### config.mk
export PLATFORM = sky130hd
export DESIGN_NAME = ysyx_lsu_axi_flat
export DESIGN_NICKNAME = d
export VERILOG_FILES = /design/src/rtl/ysyx_lsu_pkg.sv /design/src/rtl/ysyx_lsu_axi_if.sv /design/src/rtl/ysyx_lsu_axi_lane.sv /design/src/rtl/ysyx_lsu_axi.sv /design/src/flat_wrapper.sv
export SDC_FILE = /design/constraint.sdc
export NUM_CORES = 1
export LEC_CHECK = 0
export CAP_MARGIN = 20
export CELL_PAD_IN_SITES_DETAIL_PLACEMENT = 0
export CELL_PAD_IN_SITES_GLOBAL_PLACEMENT = 1
export CORE_UTILIZATION = 26
export DETAILED_ROUTE_END_ITERATION = 16
export PLACE_DENSITY = 0.79
export RECOVER_POWER = 100
export SYNTH_ARGS = -nofsm -noshare
export SYNTH_HDL_FRONTEND = slang
export SYNTH_SLANG_ARGS = --single-unit
### constraint.sdc
create_clock -name clk -period 1.63 [get_ports clk]
set_input_delay 0.2445 -clock clk [delete_from_list [all_inputs] [get_ports clk]]
set_output_delay 0.2445 -clock clk [all_outputs]
set_load 0.02 [all_outputs]
### src/rtl/ysyx_lsu_pkg.sv
// ysyx LSU shared definitions: FSM states, fault codes, access sizes.
// No ports; imported by the interface, lane helper and LSU top.
package ysyx_lsu_pkg;

  localparam logic [2:0] S_IDLE    = 3'd0;
  localparam logic [2:0] S_RD_ADDR = 3'd1;
  localparam logic [2:0] S_RD_DATA = 3'd2;
  localparam logic [2:0] S_WR_REQ  = 3'd3;
  localparam logic [2:0] S_WR_RESP = 3'd4;
  localparam logic [2:0] S_RESP    = 3'd5;

  localparam logic [1:0] ERR_OK       = 2'd0;
  localparam logic [1:0] ERR_MISALIGN = 2'd1;
  localparam logic [1:0] ERR_BUS      = 2'd2;
  localparam logic [1:0] ERR_TIMEOUT  = 2'd3;

  localparam logic [1:0] SZ_B = 2'd0;
  localparam logic [1:0] SZ_H = 2'd1;
  localparam logic [1:0] SZ_W = 2'd2;
  localparam logic [1:0] SZ_D = 2'd3;

endpackage

### src/rtl/ysyx_lsu_axi_if.sv
// AXI4-Lite data-side bus bundle between the LSU (master) and crossbar.
// Ports: AR/R/AW/W/B channels; master and slave modports.
interface ysyx_lsu_axi_if #(
  parameter int ADDR_W = 32,
  parameter int DATA_W = 32
) ();

  logic [ADDR_W-1:0]   araddr;
  logic                arvalid;
  logic                arready;
  logic [DATA_W-1:0]   rdata;
  logic [1:0]          rresp;
  logic                rvalid;
  logic                rready;
  logic [ADDR_W-1:0]   awaddr;
  logic                awvalid;
  logic                awready;
  logic [DATA_W-1:0]   wdata;
  logic [DATA_W/8-1:0] wstrb;
  logic                wvalid;
  logic                wready;
  logic [1:0]          bresp;
  logic                bvalid;
  logic                bready;

  modport master (
    output araddr, arvalid,
    input  arready,
    input  rdata, rresp, rvalid,
    output rready,
    output awaddr, awvalid,
    input  awready,
    output wdata, wstrb, wvalid,
    input  wready,
    input  bresp, bvalid,
    output bready
  );

  modport slave (
    input  araddr, arvalid,
    output arready,
    output rdata, rresp, rvalid,
    input  rready,
    input  awaddr, awvalid,
    output awready,
    input  wdata, wstrb, wvalid,
    output wready,
    output bresp, bvalid,
    input  bready
  );

endinterface

### src/rtl/ysyx_lsu_axi_lane.sv
// Byte-lane steering: store data/strobe shift, load extract and extend.
// Ports: size, unsigned, lane offset, store data in/out, strobe, load raw/out.
module ysyx_lsu_lane
  import ysyx_lsu_pkg::*;
#(
  parameter  int DATA_W = 32,
  localparam int STRB_W = DATA_W / 8,
  localparam int OFF_W  = $clog2(STRB_W)
) (
  input  logic [1:0]        size,
  input  logic              uns,
  input  logic [OFF_W-1:0]  off,
  input  logic [DATA_W-1:0] st_data,
  input  logic [DATA_W-1:0] ld_raw,
  output logic [DATA_W-1:0] st_wdata,
  output logic [STRB_W-1:0] st_wstrb,
  output logic [DATA_W-1:0] ld_data
);

  logic [OFF_W+2:0]  sh;
  logic [STRB_W-1:0] strb_m;
  logic [DATA_W-1:0] keep;
  logic [DATA_W-1:0] raw;
  logic              sbit;

  assign sh = {off, 3'b000};

  always_comb begin
    strb_m = '0;
    keep   = '0;
    sbit   = 1'b0;
    raw    = ld_raw >> sh;
    unique case (size)
      SZ_B: begin
        strb_m = STRB_W'(8'h01);
        keep   = DATA_W'(64'hFF);
        sbit   = raw[7];
      end
      SZ_H: begin
        strb_m = STRB_W'(8'h03);
        keep   = DATA_W'(64'hFFFF);
        sbit   = raw[15];
      end
      SZ_W: begin
        strb_m = STRB_W'(8'h0F);
        keep   = DATA_W'(64'hFFFF_FFFF);
        sbit   = raw[31];
      end
      SZ_D: begin
        strb_m = '1;
        keep   = '1;
        sbit   = raw[DATA_W-1];
      end
    endcase
    st_wstrb = strb_m << off;
    st_wdata = st_data << sh;
    // Sign fill: everything above the access width copies its top bit.
    ld_data  = (raw & keep) | ((!uns && sbit) ? ~keep : '0);
  end

endmodule

### src/rtl/ysyx_lsu_axi.sv
// ysyx load/store unit: one EXU request at a time run as AXI4-Lite master.
// Ports: clk/rst, req_* from EXU, resp_* to WBU, axi master bundle.
module ysyx_lsu_axi
  import ysyx_lsu_pkg::*;
#(
  parameter int ADDR_W      = 32,
  parameter int DATA_W      = 32,
  parameter int TIMEOUT_CYC = 0
) (
  input  logic              clk,
  input  logic              rst,
  input  logic              req_valid,
  output logic              req_ready,
  input  logic              req_we,
  input  logic [1:0]        req_size,
  input  logic              req_unsigned,
  input  logic [ADDR_W-1:0] req_addr,
  input  logic [DATA_W-1:0] req_wdata,
  output logic              resp_valid,
  input  logic              resp_ready,
  output logic [DATA_W-1:0] resp_rdata,
  output logic [1:0]        resp_err,
  ysyx_lsu_axi_if.master    axi
);

  localparam int STRB_W   = DATA_W / 8;
  localparam int OFF_W    = $clog2(STRB_W);
  localparam bit TMO_EN   = (TIMEOUT_CYC > 0);
  localparam int CNT_W    = TMO_EN ? $clog2(TIMEOUT_CYC + 1) : 1;
  localparam int TMO_LAST = TMO_EN ? TIMEOUT_CYC - 1 : 0;

  logic [2:0]        state_q, state_d;
  logic              we_q, we_d;
  logic [1:0]        size_q, size_d;
  logic              uns_q, uns_d;
  logic [ADDR_W-1:0] addr_q, addr_d;
  logic [DATA_W-1:0] wdata_q, wdata_d;
  logic              aw_done_q, aw_done_d;
  logic              w_done_q, w_done_d;
  logic [DATA_W-1:0] rdata_q, rdata_d;
  logic [1:0]        err_q, err_d;
  logic [CNT_W-1:0]  cnt_q, cnt_d;

  logic              mis;
  logic              busy;
  logic              tmo_hit;
  logic [DATA_W-1:0] st_wdata;
  logic [STRB_W-1:0] st_wstrb;
  logic [DATA_W-1:0] ld_data;

  ysyx_lsu_lane #(
    .DATA_W (DATA_W)
  ) u_lane (
    .size     (size_q),
    .uns      (uns_q),
    .off      (addr_q[OFF_W-1:0]),
    .st_data  (wdata_q),
    .ld_raw   (axi.rdata),
    .st_wdata (st_wdata),
    .st_wstrb (st_wstrb),
    .ld_data  (ld_data)
  );

  // A dword on a 32-bit bus is treated as a misaligned access.
  always_comb begin
    mis = 1'b0;
    unique case (req_size)
      SZ_B: mis = 1'b0;
      SZ_H: mis = req_addr[0];
      SZ_W: mis = |req_addr[1:0];
      SZ_D: mis = (DATA_W == 32) || (|req_addr[2:0]);
    endcase
  end

  assign busy    = state_q inside {S_RD_ADDR, S_RD_DATA,
                                   S_WR_REQ, S_WR_RESP};
  assign tmo_hit = TMO_EN && (cnt_q == CNT_W'(TMO_LAST));

  always_comb begin
    state_d   = state_q;
    we_d      = we_q;
    size_d    = size_q;
    uns_d     = uns_q;
    addr_d    = addr_q;
    wdata_d   = wdata_q;
    aw_done_d = aw_done_q;
    w_done_d  = w_done_q;
    rdata_d   = rdata_q;
    err_d     = err_q;
    cnt_d     = cnt_q;
    case (state_q)
      S_IDLE: begin
        if (req_valid) begin
          we_d      = req_we;
          size_d    = req_size;
          uns_d     = req_unsigned;
          addr_d    = req_addr;
          wdata_d   = req_wdata;
          aw_done_d = 1'b0;
          w_done_d  = 1'b0;
          rdata_d   = '0;
          err_d     = ERR_OK;
          if (mis) begin
            err_d   = ERR_MISALIGN;
            state_d = S_RESP;
          end else begin
            state_d = req_we ? S_WR_REQ : S_RD_ADDR;
          end
        end
      end
      S_RD_ADDR: begin
        if (axi.arready) state_d = S_RD_DATA;
      end
      S_RD_DATA: begin
        if (axi.rvalid) begin
          state_d = S_RESP;
          if (axi.rresp != 2'b00) err_d = ERR_BUS;
          else rdata_d = ld_data;
        end
      end
      S_WR_REQ: begin
        aw_done_d = aw_done_q | axi.awready;
        w_done_d  = w_done_q | axi.wready;
        if (aw_done_d && w_done_d) state_d = S_WR_RESP;
      end
      S_WR_RESP: begin
        if (axi.bvalid) begin
          state_d = S_RESP;
          if (axi.bresp != 2'b00) err_d = ERR_BUS;
        end
      end
      S_RESP: begin
        if (resp_ready) state_d = S_IDLE;
      end
      default: state_d = S_IDLE;
    endcase
    // A transaction finishing on the expiry cycle keeps its real result.
    if (TMO_EN && busy) begin
      cnt_d = cnt_q + CNT_W'(1);
      if (tmo_hit && state_d != S_RESP) begin
        state_d = S_RESP;
        err_d   = ERR_TIMEOUT;
        rdata_d = '0;
      end
    end
    if (state_d == S_IDLE) cnt_d = '0;
  end

  always_ff @(posedge clk) begin
    if (rst) begin
      state_q   <= S_IDLE;
      we_q      <= 1'b0;
      size_q    <= SZ_B;
      uns_q     <= 1'b0;
      addr_q    <= '0;
      wdata_q   <= '0;
      aw_done_q <= 1'b0;
      w_done_q  <= 1'b0;
      rdata_q   <= '0;
      err_q     <= ERR_OK;
      cnt_q     <= '0;
    end else begin
      state_q   <= state_d;
      we_q      <= we_d;
      size_q    <= size_d;
      uns_q     <= uns_d;
      addr_q    <= addr_d;
      wdata_q   <= wdata_d;
      aw_done_q <= aw_done_d;
      w_done_q  <= w_done_d;
      rdata_q   <= rdata_d;
      err_q     <= err_d;
      cnt_q     <= cnt_d;
    end
  end

  assign req_ready   = (state_q == S_IDLE);
  assign resp_valid  = (state_q == S_RESP);
  assign resp_rdata  = rdata_q;
  assign resp_err    = err_q;

  assign axi.araddr  = addr_q;
  assign axi.arvalid = (state_q == S_RD_ADDR);
  assign axi.rready  = (state_q == S_RD_DATA);
  assign axi.awaddr  = addr_q;
  assign axi.awvalid = (state_q == S_WR_REQ) && !aw_done_q;
  assign axi.wvalid  = (state_q == S_WR_REQ) && !w_done_q;
  assign axi.wdata   = st_wdata;
  assign axi.wstrb   = st_wstrb;
  assign axi.bready  = (state_q == S_WR_RESP);

endmodule

### src/flat_wrapper.sv
// flat-port wrapper written by rule: the top's interface ports become plain ports
module ysyx_lsu_axi_flat import ysyx_lsu_pkg::*;
#(
  parameter int ADDR_W      = 32,
  parameter int DATA_W      = 32,
  parameter int TIMEOUT_CYC = 0
)
  (clk, rst, req_valid, req_ready, req_we, req_size, req_unsigned, req_addr, req_wdata, resp_valid, resp_ready, resp_rdata, resp_err, axi_araddr, axi_arvalid, axi_arready, axi_rdata, axi_rresp, axi_rvalid, axi_rready, axi_awaddr, axi_awvalid, axi_awready, axi_wdata, axi_wstrb, axi_wvalid, axi_wready, axi_bresp, axi_bvalid, axi_bready);
  ysyx_lsu_axi_if #(.ADDR_W(ADDR_W), .DATA_W(DATA_W)) axi_i ();
  input  logic clk;
  input  logic rst;
  input  logic req_valid;
  output logic req_ready;
  input  logic req_we;
  input  logic [1:0] req_size;
  input  logic req_unsigned;
  input  logic [ADDR_W-1:0] req_addr;
  input  logic [DATA_W-1:0] req_wdata;
  output logic resp_valid;
  input  logic resp_ready;
  output logic [DATA_W-1:0] resp_rdata;
  output logic [1:0] resp_err;
  output wire logic [$bits(axi_i.araddr)-1:0] axi_araddr;
  output wire logic [$bits(axi_i.arvalid)-1:0] axi_arvalid;
  input wire logic [$bits(axi_i.arready)-1:0] axi_arready;
  input wire logic [$bits(axi_i.rdata)-1:0] axi_rdata;
  input wire logic [$bits(axi_i.rresp)-1:0] axi_rresp;
  input wire logic [$bits(axi_i.rvalid)-1:0] axi_rvalid;
  output wire logic [$bits(axi_i.rready)-1:0] axi_rready;
  output wire logic [$bits(axi_i.awaddr)-1:0] axi_awaddr;
  output wire logic [$bits(axi_i.awvalid)-1:0] axi_awvalid;
  input wire logic [$bits(axi_i.awready)-1:0] axi_awready;
  output wire logic [$bits(axi_i.wdata)-1:0] axi_wdata;
  output wire logic [$bits(axi_i.wstrb)-1:0] axi_wstrb;
  output wire logic [$bits(axi_i.wvalid)-1:0] axi_wvalid;
  input wire logic [$bits(axi_i.wready)-1:0] axi_wready;
  input wire logic [$bits(axi_i.bresp)-1:0] axi_bresp;
  input wire logic [$bits(axi_i.bvalid)-1:0] axi_bvalid;
  output wire logic [$bits(axi_i.bready)-1:0] axi_bready;
  assign axi_araddr = axi_i.araddr;
  assign axi_arvalid = axi_i.arvalid;
  assign axi_i.arready = axi_arready;
  assign axi_i.rdata = axi_rdata;
  assign axi_i.rresp = axi_rresp;
  assign axi_i.rvalid = axi_rvalid;
  assign axi_rready = axi_i.rready;
  assign axi_awaddr = axi_i.awaddr;
  assign axi_awvalid = axi_i.awvalid;
  assign axi_i.awready = axi_awready;
  assign axi_wdata = axi_i.wdata;
  assign axi_wstrb = axi_i.wstrb;
  assign axi_wvalid = axi_i.wvalid;
  assign axi_i.wready = axi_wready;
  assign axi_i.bresp = axi_bresp;
  assign axi_i.bvalid = axi_bvalid;
  assign axi_bready = axi_i.bready;
  ysyx_lsu_axi #(.ADDR_W(ADDR_W), .DATA_W(DATA_W), .TIMEOUT_CYC(TIMEOUT_CYC)) u_core (.clk(clk), .rst(rst), .req_valid(req_valid), .req_ready(req_ready), .req_we(req_we), .req_size(req_size), .req_unsigned(req_unsigned), .req_addr(req_addr), .req_wdata(req_wdata), .resp_valid(resp_valid), .resp_ready(resp_ready), .resp_rdata(resp_rdata), .resp_err(resp_err), .axi(axi_i));
endmodule
==> out/results.txt <==
The maximum number of pins on one net before global-route repair is 65, and the chip width is 145 µm. The worst-case clock skew was 0.00648 ns. The cell depth of the worst min-delay path is 3.

In this design, the stage delay of the slowest critical-path cell is 0.39 ns. The count of buffers from port buffering was 253. Boundary pin count: 254. Most numerous cell on the critical path: buf_12. The run gives 79 as the final setup violation count. Number of synthesized register bits: 106. Registers take 0.00213 mm². The clock edge transition at the registers on the reported setup and hold paths is 0.08 ns, and the final-report hold violation count is 0. For this design the static power due to leakage is 3.69 nW. For the synthesized netlist cell count, the log shows 674. The area share of the largest cell type after synthesis works out to 40.1%. TritonCTS built the clock tree. The largest family of logic cells by synthesized area is simple AND/OR/NAND/NOR gates. The maximum vdd drop was 517 µV; the sequential share of the synthesized area was 40.1%. The number of enable flip-flop cells after synthesis was 0; the detailed-router iteration count before antenna repair was 4. For the final routed database, the setup TNS stands at -3.68 ns. The cell area after technology mapping was 0.00530 mm².

Summing the areas of all xor and xnor instances in the mapped netlist gives 0% of the synthesized area. At the worst endpoint, the required time is 1.39 ns. Traced cell by cell, the critical path runs through buf_12, buf_12, mux2i_4, a21oi_2, buf_6.

The initial antenna violation count is 1, and the total instance count after detailed placement is 1,185. The fraction of synthesis flops using an asynchronous set or reset pin works out to 0%. The H-tree generated during clock tree synthesis spans 3 levels. The basic-gate share of the synthesized area counting and, or, nand and nor cells is 21.4%. CTS placed an instance of clkbuf_16 at the clock tree root.

Headroom to the max-slew limit came out at 65.8%. The worst setup path is of the flip-flop to output port kind. The floorplan step set the die height to 145 µm. A synthesized cell averages 7.86 µm². At the pin with the least slew margin, the transition time is 0.510 ns. The average via count per standard cell was 4.84. The path class of the tightest hold or removal check is input port to flip-flop. The number of slew-limit violations in the final report was 0; the total cell area at the placement stage was 0.00851 mm². The number of hold-repair buffers added at the cts stage is 0. For the standard-cell row count, the log shows 51. In the final layout, the share of cells above drive strength 1 is 33.9%. The number of nets with antenna violations after detailed routing was 0; the via count was 5,970. Clock tree synthesis found a total of 106 sinks.

Setup repair after global routing could not meet its margin everywhere. Summed over all instances, the cell type with the most area after synthesis is dfxtp_1. The run gives 1,075 as the number of nets in the layout.

After the first detailed-routing iteration, the DRC count stood at 260. The flow ran to the end, but the final reports show violations. The final critical path time including I/O delays and setup was 1.79 ns. Summed over all nets, the half-perimeter wirelength after detailed placement is 14.3 mm. Summing all multi-input logic gate instances after layout gives 0.00345 mm². The final cell area excluding filler cells was 0.00986 mm². The final reports fail on negative setup slack. In this run the power density over the cells is 1420 mW/mm².

The critical-path maximum fanout was 8. The endpoint kind of the worst setup timing path is an output port. The routed length per instance was 17.5 µm; the global placer's final weighted congestion was 0.835. The CTS buffer count was 9; the global-route usage over all layers was 18.4%.

Sorting the synthesized cells by area gives the leading types as dfxtp_1 (40%), nand2_1 (11%), a21oi_1 (9.4%), mux2i_1 (6.2%), buf_4 (4.5%). The die outline area was 0.0209 mm²; the final cell count without fillers was 1,233. For this run, the leading register cell type out of synthesis is dfxtp_1. The master of the slowest instance on the critical path is dfxtp_4. For the maximum clock insertion buffer count, the log shows 2. The final setup slack of the worst path was -0.161 ns; the initial core utilization was 26.9%. Synthesis produced a netlist with a net count of 787. The routed design has 21.6 mm of wire.

The first global-routing pass estimated 29.3 mm of wire. The peak clock frequency supported by timing came out at 558 MHz. The final critical path takes up 110% of the cycle. The area fraction in compound gates after synthesis was 21.2%; the insertion delay to the later sink of the worst-skew pair was 0.35 ns. Post-layout utilization of the core: 50.0%.

The tools report the arrival time at the worst endpoint as 1.55 ns. After global routing the overflow that remains totals 0. The number of design rule violations left after detail routing came out at 0.

Measured against the total synthesized area, the mux share comes to 8.15%. STA classifies the critical path startpoint as a flip-flop. The filler cells instantiated in the layout total 1,847.

The number of different library cells used by synthesis comes to 52. The number of global-route vias before repair was 5,407. During synthesis, Yosys emitted a total of 0 warnings. Counting cells, the worst reg-to-reg path comes to 6.

Compared with the post-synthesis result, the final layout area differs by 86.2%. Summing the areas of all fa, ha and maj instances in the mapped netlist gives 0% of the synthesized area. Max-cap violations in this run came to 0.

For the core outline area, the log shows 0.0197 mm².
[report_power, final]
part	total (W)	switching (W)	internal (W)
Sequential	0.00353	0.000495	0.00303
Clock	0.00216	0.00110	0.00106
Combinational	0.00828	0.00426	0.00402
Total	0.0140	0.00585	0.00811
[what timing repair did]
action,CTS,global route
setup endpoints to repair,156,130
pin swaps,13,44
setup buffers,9,8
gates cloned,1,13
gates resized for setup,325,158
[final timing paths]
kind / end / from / slack, ns
max: axi_wdata[30] / u_core.axi.araddr[1] / -0.16
max reg2reg: u_core.resp_rdata[20] / u_core.axi.araddr[1] / -0.11
min: u_core.state_q[0] / rst / 0.33
min reg2reg: u_core.wdata_q[29] / u_core.wdata_q[29] / 0.46
[cell families (layout without fill, tap and decap cells)]
| kind of cell | Yosys count | in the layout |
|---|---|---|
| compound gates | 192 | 192 |
| buf+inv | 91 | 382 |
| flops | 106 | 106 |
| mux | 41 | 41 |
| other cells | 0 | 1 |
| simple gates | 244 | 246 |
[placed cells by master (no fill, tap or decap), drive strengths merged, types with 9 or more instances in the layout]
cell,instances
buf,145
dfxtp,106
o211ai,9
o21ai,35
clkdlybuf4s50,172
nand2,157
a31oi,16
clkbuf,40
dlygate4sd2,16
nand3,10
nor2b,9
and2,9
a21oi,99
a211oi,9
mux2i,33
nor2,19
[worst max-delay path: cells and delay by family, from the launching register on]
| family | cells | cell delay (ns) |
|---|---|---|
| buf+inv | 3 | 0.44 |
| mux | 1 | 0.27 |
| compound gates | 1 | 0.09 |
| flops | 1 | 0.39 |
[sequential cells by signal (all words and copies together) (netlist names)]
name               count
u_core.resp_err        2
u_core.size_q          2
u_core.uns_q           1
u_core.aw_done_q       1
u_core.wdata_q        32
u_core.state_q         3
u_core.w_done_q        1
u_core.resp_rdata     32
u_core.axi.araddr     32
[cell usage after synthesis (2+ instances only)]
cell / n
a31oi_1: 16
and2_1: 9
buf_4: 32
nand3b_1: 2
nor4_1: 8
and4_1: 7
dfxtp_1: 106
a311oi_1: 3
nor2b_1: 9
o211ai_1: 9
nand2b_1: 4
a211oi_1: 9
mux2i_1: 33
nand3_1: 10
mux2_2: 7
a22o_1: 8
o21ai_0: 35
buf_2: 15
clkbuf_1: 37
nor3_1: 5
nand2_1: 157
a22oi_1: 2
buf_1: 4
a21oi_1: 99
nor3b_1: 4
nor2_1: 18
[layer usage]
layer / wire, µm / track usage, % / vias to the layer above
met5: 0 / 0 / -
met4: 456 / 6.48 / 0
met3: 1520 / 3.78 / 30
met2: 10400 / 31.1 / 244
met1: 9220 / 23.0 / 2777
li1: - / - / 2919
[metrics by stage]
step | setup slack (ns) | total power [W] | hold slack, ns
2_1_floorplan | -0.0291 | 0.00699 | 0.370
3_3_place_gp | -0.395 | 0.0101 | 0.439
3_5_place_dp | -0.455 | 0.0101 | 0.443
4_1_cts | -0.155 | 0.0128 | 0.329
5_1_grt | -0.198 | 0.0147 | 0.347
6_report | -0.161 | 0.0140 | 0.330
[final cells by class]
class | count | area share (%)
repair buffers | 364 | 36.9
multi-input cells | 479 | 35.0
flip-flops and latches | 106 | 21.6
well taps | 265 | 3.36
clock buffers | 9 | 2.28
clock inverters | 7 | 0.660
inverters | 2 | 0.127
diodes | 1 | 0.0254
Power figures use the tool's default switching activity.
